File: config.mk
export PLATFORM = sky130hd
export DESIGN_NAME = cycle_counter
export DESIGN_NICKNAME = d
export VERILOG_FILES = /design/src/rtl/cycle_counter_pkg.sv /design/src/rtl/cycle_counter.sv
export SDC_FILE = /design/constraint.sdc
export NUM_CORES = 1
export LEC_CHECK = 0
export ABC_AREA = 1
export BUFFER_PORTS_ARGS = -buffer_cell sky130_fd_sc_hd__buf_2
export CORE_MARGIN = 2
export CORE_UTILIZATION = 30
export CTS_CLUSTER_SIZE = 14
export DETAILED_ROUTE_END_ITERATION = 8
export GPL_TIMING_DRIVEN = 1
export SETUP_SLACK_MARGIN = 0.05
export SYNTH_ARGS = -nofsm -noshare
export SYNTH_HDL_FRONTEND = slang
export SYNTH_SLANG_ARGS = --single-unit
File: constraint.sdc
create_clock -name clk -period 4.1 [get_ports clk]
set_clock_uncertainty 0.2 [all_clocks]
set_input_delay 0.205 -clock clk [delete_from_list [all_inputs] [get_ports clk]]
set_output_delay 0.205 -clock clk [all_outputs]
set_load 0.01 [all_outputs]
File: src/rtl/cycle_counter_pkg.sv
// Shared CPU package: cycle counter width and the cycle_t type used for ret_val.
package cycle_counter_pkg;

    localparam int CYCLE_COUNTER_WIDTH = 32;

    typedef logic [CYCLE_COUNTER_WIDTH-1:0] cycle_t;

endpackage

File: src/rtl/cycle_counter.sv
// Enable-qualified cycle counter that freezes while halted; sticky wrap flag.
// Optional macro CYCLE_COUNTER_WIDE_EN widens the counter to 64 bits (count_hi).
module cycle_counter
    import cycle_counter_pkg::*;
#(
    parameter int WIDTH = CYCLE_COUNTER_WIDTH
) (
    input  logic             clk,
    input  logic             rst,
    input  logic             halt,
    input  logic             en,
    input  logic             clr,
`ifdef CYCLE_COUNTER_WIDE_EN
    output logic [31:0]      count,
    output logic [31:0]      count_hi,
`else
    output logic [WIDTH-1:0] count,
`endif
    output logic             wrap,
    output logic             halt_pulse
);

`ifdef CYCLE_COUNTER_WIDE_EN
    localparam int CW = 64;
`else
    localparam int CW = WIDTH;
`endif

    logic [CW-1:0] cnt_q;
    logic [CW-1:0] cnt_d;
    logic [CW:0]   inc;
    logic          wrap_q;
    logic          wrap_d;
    logic          hist_q;
    logic          hist_d;
    logic          pulse_q;
    logic          pulse_d;

    assign inc = {1'b0, cnt_q} + {{CW{1'b0}}, 1'b1};

    always_comb begin
        cnt_d   = cnt_q;
        wrap_d  = wrap_q;
        hist_d  = halt;
        pulse_d = halt & ~hist_q;
        if (clr) begin
            cnt_d  = '0;
            wrap_d = 1'b0;
        end else if (en && !halt) begin
            cnt_d = inc[CW-1:0];
            // Carry out of the full counter marks the wrap.
            if (inc[CW]) begin
                wrap_d = 1'b1;
            end
        end
    end

    always_ff @(posedge clk) begin
        if (rst) begin
            cnt_q   <= '0;
            wrap_q  <= 1'b0;
            hist_q  <= 1'b0;
            pulse_q <= 1'b0;
        end else begin
            cnt_q   <= cnt_d;
            wrap_q  <= wrap_d;
            hist_q  <= hist_d;
            pulse_q <= pulse_d;
        end
    end

`ifdef CYCLE_COUNTER_WIDE_EN
    assign count    = cnt_q[31:0];
    assign count_hi = cnt_q[63:32];
`else
    assign count    = cnt_q;
`endif
    assign wrap       = wrap_q;
    assign halt_pulse = pulse_q;

endmodule

==> impl_metrics.json, run 1 <==
{
  "outcome": "finished, final reports clean",
  "crit_arrival_ps": 2230,
  "antenna_found_initial": 0,
  "die_area_um2": 7240,
  "final_common_cell": "nand2_1",
  "hold_slack_ps": 0.541,
  "period_minus_slack_ps": 2220,
  "hpwl_um": 3980,
  "place_ws_ps": 2160,
  "drive_gt1_share_pct": 21.4,
  "reg2reg_slack_ps": 2340,
  "num_vias": 1948,
  "drtPass1Iterations": 5,
  "grt_start_max_net_pins": 16,
  "finalMaxSlewViolations": 0,
  "via_per_inst": 4.61,
  "use_met3_pct": 3.60,
  "finalHoldViolCount": 0,
  "ys_warn_count": 0,
  "place.gp.congestion": 0.886,
  "period_share_pct": 54.0,
  "fp.coreArea_um2": 6350,
  "met1_usage_pct": 19.3,
  "yosysTopAreaCellShare_pct": 35.5,
  "fmaxAchievable_ghz": 0.451,
  "clkTransAtPathRegs_ps": 70,
  "clockBufferDepth": 2,
  "io_buffers": 38,
  "layout_common_cells": "72 x nand2_1, 66 x nor2_1, 38 x buf_2",
  "avgSynthCellArea_um2": 6.53,
  "grt_pass1_vias": 1838,
  "grt_pass1_wl_um": 8690,
  "power_density_nw_per_um2": 260,
  "synth_area_leaders": "dfxtp_1 36%, nand2_1 14%, nor2_1 13%",
  "final_util_pct": 36.8,
  "cp_max_fo": 13,
  "gr-total-overflow": 0,
  "n_antenna_cell": 0,
  "ir_drop_mv": 0.109,
  "tightest_slew_ps": 784,
  "row_count": 29,
  "pin_count": 39,
  "route.detailed.drc": 0,
  "finalPower_uw": 609,
  "crit_path_end_kind": "flip-flop",
  "ys_seq_elements": 35,
  "final_nets": 351,
  "clock_sinks": 35,
  "synth_area_um2": 1970,
  "yosysTopAreaCell": "dfxtp_1",
  "ys_types": 25,
  "initial_core_util_pct": 31.1,
  "die_y_um": 85.1,
  "setup_viol": 0,
  "area_growth_pct": 18.6,
  "dieWidth_um": 85.1,
  "setup_ws_ps": 1880,
  "slew_headroom_pct": 47.6,
  "hp-class": "in -> reg",
  "cts-root-buf": "clkbuf_8",
  "met2_usage_pct": 25.4,
  "post-cts-setup-buffer-count": 0,
  "syn-num-nets": 308,
  "fillers": 695,
  "ant_nets": 0,
  "cap_violations": 0,
  "cts.htree.levels": 2,
  "seq_area_frac_synth_pct": 35.5,
  "detail_route.iter0.violations": 126,
  "required_ps": 4110,
  "setup_tns_ps": 0,
  "rsz0062_at_grt": "false",
  "syn_inst": 302,
  "grtUsageTotal_pct": 15.2,
  "cts_inserted_buffers": 5,
  "cts_tree": "yes",
  "p_leak_uw": 0.000915,
  "wirelength_um": 5170,
  "wl_per_cell_um": 12.2,
  "crit_path_start_kind": "primary input",
  "clock_latency_ps": 280,
  "grt_busiest_layer": "met2",
  "critical_path_class": "in -> reg"
}
## metrics by stage
stage                     instances  cell area, µm²
final                           423            2340
after global routing            423            2340
after CTS                       423            2340
after detailed placement        414            2250
after global placement          414            2250
after floorplan                 302            1970
## critical path, cell delays in order
cell	delay (ps)
dlygate4sd3_1	540
buf_2	130
nor2_1	590
buf_4	310
inv_1	220
nor3_1	220
## registers in the layout, indices dropped and copies added (netlist names)
name and cells:
wrap 1, hist_q 1, halt_pulse 1, count 32
## Yosys cell counts
cell      instances
clkbuf_1          1
nand3_2           2
nand4_1           4
nor2_4           10
nor2_2            6
o21bai_2          1
xnor2_1           1
ha_1              1
nor2b_1           1
nor3b_1           2
a31oi_1           1
nand2_4           2
and2_1            1
nand2_1          72
nand3_1          23
nor3_1            4
a21oi_1          14
dfxtp_1          35
inv_1            31
buf_2             3
nor2_1           66
inv_2             2
nand2_2           6
xor2_1            5
o21ai_0           8
## routing by layer
| metal | share of wire [%] | vias to the layer above | routed length [µm] |
|---|---|---|---|
| li1 | - | 1031 | - |
| met1 | 45 | 861 | 2310 |
| met2 | 48 | 49 | 2490 |
| met3 | 5.7 | 7 | 297 |
| met4 | 1.4 | 0 | 72 |
| met5 | 0 | - | 0 |
## power by group
| part | internal, µW | switching [µW] |
|---|---|---|
| registers | 341 | 1.11 |
| clock network | 119 | 124 |
| logic | 7.53 | 15.9 |
## cell type report
| type | count | area [µm²] | area share [%] |
|---|---|---|---|
| Multi-Input combinational cell | 230 | 1130 | 48.3 |
| Sequential cell | 35 | 701 | 30.0 |
| Timing Repair Buffer | 40 | 208 | 8.88 |
| Inverter | 33 | 124 | 5.30 |
| Tap cell | 77 | 96.3 | 4.12 |
| Clock buffer | 7 | 76.3 | 3.26 |
| Clock inverter | 1 | 5.00 | 0.214 |
## what timing repair did
action | in CTS | in global routing
gates resized for setup | 0 | 0
endpoints found under the hold margin | 2 | 0
hold buffers | 1 | 0
## cells by family after synthesis
group | count (synthesis) | synth area share [%]
fa+ha+maj | 1 | 0.634
xor+xnor | 6 | 2.66
buf+inv | 37 | 7.23
compound gates | 24 | 6.47
flops | 35 | 35.5
simple gates | 199 | 47.5
## final timing paths
kind         depth (start not counted)                endpoint             startpoint
min                                  3       hist_q$_SDFF_PP0_                   halt
max                                  6  count[18]$_SDFFE_PP0P_                    rst
max reg2reg                          6   count[6]$_SDFFE_PP0P_  count[0]$_SDFFE_PP0P_
min reg2reg                          1   halt_pulse$_SDFF_PP0_      hist_q$_SDFF_PP0_
(Power assumes the default switching activity.)
==> run 2, diff against run 1 <==
==> constraint.sdc (replaced) <==
create_clock -name clk -period 2.17 [get_ports clk]
set_clock_uncertainty 0.2 [all_clocks]
set_input_delay 0.1085 -clock clk [delete_from_list [all_inputs] [get_ports clk]]
set_output_delay 0.1085 -clock clk [all_outputs]
set_load 0.01 [all_outputs]
==> impl_metrics.json, run 2 (synthesis gave the netlist of run 1 again) <==
{
  "outcome": "finished, final reports clean",
  "final_common_cell": "nand2_1",
  "layout_common_cells": "72 x nand2_1, 66 x nor2_1, 38 x buf_2",
  "dieWidth_um": 85.1,
  "num_vias": 1984,
  "cpLargestDelayFamily": "simple AND/OR/NAND/NOR gates",
  "largest_reg_flops": 32,
  "slew_headroom_pct": 71.6,
  "grt_pass1_wl_um": 8780,
  "reg2reg_from": "count[0]$_SDFFE_PP0P_",
  "route.detailed.drc": 0,
  "drive_gt1_share_pct": 22.1,
  "required_ps": 2150,
  "initial_core_util_pct": 31.1,
  "hp-start": "en",
  "wirelength_um": 5220,
  "drtPass1Iterations": 4,
  "ant_nets": 0,
  "final_cell_area_um2": 2400,
  "crit_chain": "ha_1 > nand2_2 > nor2_4 > nand2_2 > nor2_4 > nand3_2 > nor2_1 > nor2_1",
  "wl_per_cell_um": 12.2,
  "critical_path_class": "reg -> reg",
  "cp_max_fo": 7,
  "clockBufferDepth": 2,
  "area_growth_pct": 21.8,
  "ir_drop_mv": 0.277,
  "final_nets": 354,
  "crit_path_start_kind": "flip-flop",
  "detail_route.iter0.violations": 111,
  "hpwl_um": 4030,
  "cap_violations": 0,
  "period_share_pct": 80.0,
  "wl_met1_um": 2560,
  "met3_length_um": 166,
  "crit_slowest_cell": "dfxtp_1",
  "clock_latency_ps": 290,
  "fp.coreArea_um2": 6350,
  "min_to": "count[0]$_SDFFE_PP0P_",
  "post-cts-setup-buffer-count": 0,
  "grt_start_max_net_pins": 24,
  "via_per_inst": 4.66,
  "seqCellArea_um2": 701,
  "period_minus_slack_ps": 1740,
  "crit_arrival_ps": 1720,
  "grt_pass1_vias": 1837,
  "reg2reg_slack_ps": 430,
  "gr-total-overflow": 0,
  "row_count": 29,
  "hold_path_depth": 4,
  "wl_met2_um": 2410,
  "pin_count": 39,
  "cts_inserted_buffers": 5,
  "hp-class": "in -> reg",
  "critPathBufInv": 0,
  "rsz0062_at_grt": "false",
  "cts_tree": "yes",
  "p_leak_uw": 0.000949,
  "cts.htree.levels": 2,
  "slowest_delay_ps": 410,
  "multi_input_area_um2": 1130,
  "clock_sinks": 35,
  "fmaxAchievable_ghz": 0.576,
  "die_y_um": 85.1,
  "setup_viol": 0,
  "die_area_um2": 7240,
  "reg2reg_to": "count[28]$_SDFFE_PP0P_",
  "clkTransAtPathRegs_ps": 80,
  "setup_tns_ps": 0,
  "power_density_nw_per_um2": 549,
  "dpl-instance-area_um2": 2250,
  "finalMaxSlewViolations": 0,
  "crit_path_end_kind": "flip-flop",
  "reg2regPathDepth": 8,
  "cts-root-buf": "clkbuf_8",
  "io_buffers": 38,
  "finalHoldViolCount": 0,
  "place.gp.congestion": 0.861,
  "maxUsedRoutingLayer": "met4",
  "n_antenna_cell": 0,
  "fillers": 674,
  "tightest_slew_ps": 425,
  "antenna_found_initial": 0,
  "grtUsageTotal_pct": 15.4
}
## run 2: cell count changes in the layout (fill, tap and decap cells not counted), sizes merged
cell / change
buf: +1
bufinv: +1
clkbuf: -1
dlygate4sd3: +2
## run 2: metrics by stage
| step | hold WS (ps) | instances | utilization [%] | power (µW) | worst slack (ps) |
|---|---|---|---|---|---|
| after floorplan | -19.1 | 302 | - | 690 | 567 |
| after global placement | 99.5 | 415 | 35.5 | 706 | 496 |
| after detailed placement | 106 | 415 | 35.5 | 707 | 461 |
| after CTS | 41.0 | 426 | 37.8 | 1340 | 426 |
| after global routing | 69.9 | 426 | 37.8 | 1370 | 257 |
| final | 47.9 | 426 | 37.8 | 1320 | 434 |
## run 2: worst max path at each step
stage / from / end / cells after the start
2_1_floorplan: count[0]$_SDFFE_PP0P_ / count[26]$_SDFFE_PP0P_ / 8
3_3_place_gp: count[0]$_SDFFE_PP0P_ / count[26]$_SDFFE_PP0P_ / 8
3_5_place_dp: count[0]$_SDFFE_PP0P_ / count[28]$_SDFFE_PP0P_ / 8
4_1_cts: count[0]$_SDFFE_PP0P_ / count[18]$_SDFFE_PP0P_ / 7
5_1_grt: count[1]$_SDFFE_PP0P_ / count[30]$_SDFFE_PP0P_ / 9
6_report: count[0]$_SDFFE_PP0P_ / count[28]$_SDFFE_PP0P_ / 8
## run 2: timing repair
action | 4_1_cts | 5_1_grt
hold buffers | 3 | 0
endpoints found under the hold margin | 2 | 0
resized for setup | 0 | 0
## run 2: metal layers
metal / track usage, % / up-vias
met5: 0 / -
met4: 5.19 / 0
met3: 3.11 / 6
met2: 25.1 / 38
met1: 20.4 / 900
li1: - / 1040
## run 2: power breakdown
part	switching [µW]	leakage [µW]	internal, µW	total (µW)
clock network	251	0.0000612	372	623
registers	1.95	0.000282	645	647
logic	31.2	0.000606	17.6	48.8
## run 2: cell type report
class / instances / area share [%]
clock buffer: 6 / 3.44
clock inverter: 2 / 1.46
inverter: 33 / 5.16
multi-input combinational: 230 / 47.0
sequential: 35 / 29.2
tap: 77 / 4.01
timing repair buffer: 43 / 9.79
## run 2: worst min-delay path, cell delays in order
cell	delay, ps
buf_2	120
nand2_4	120
xor2_1	80
nor2_1	70
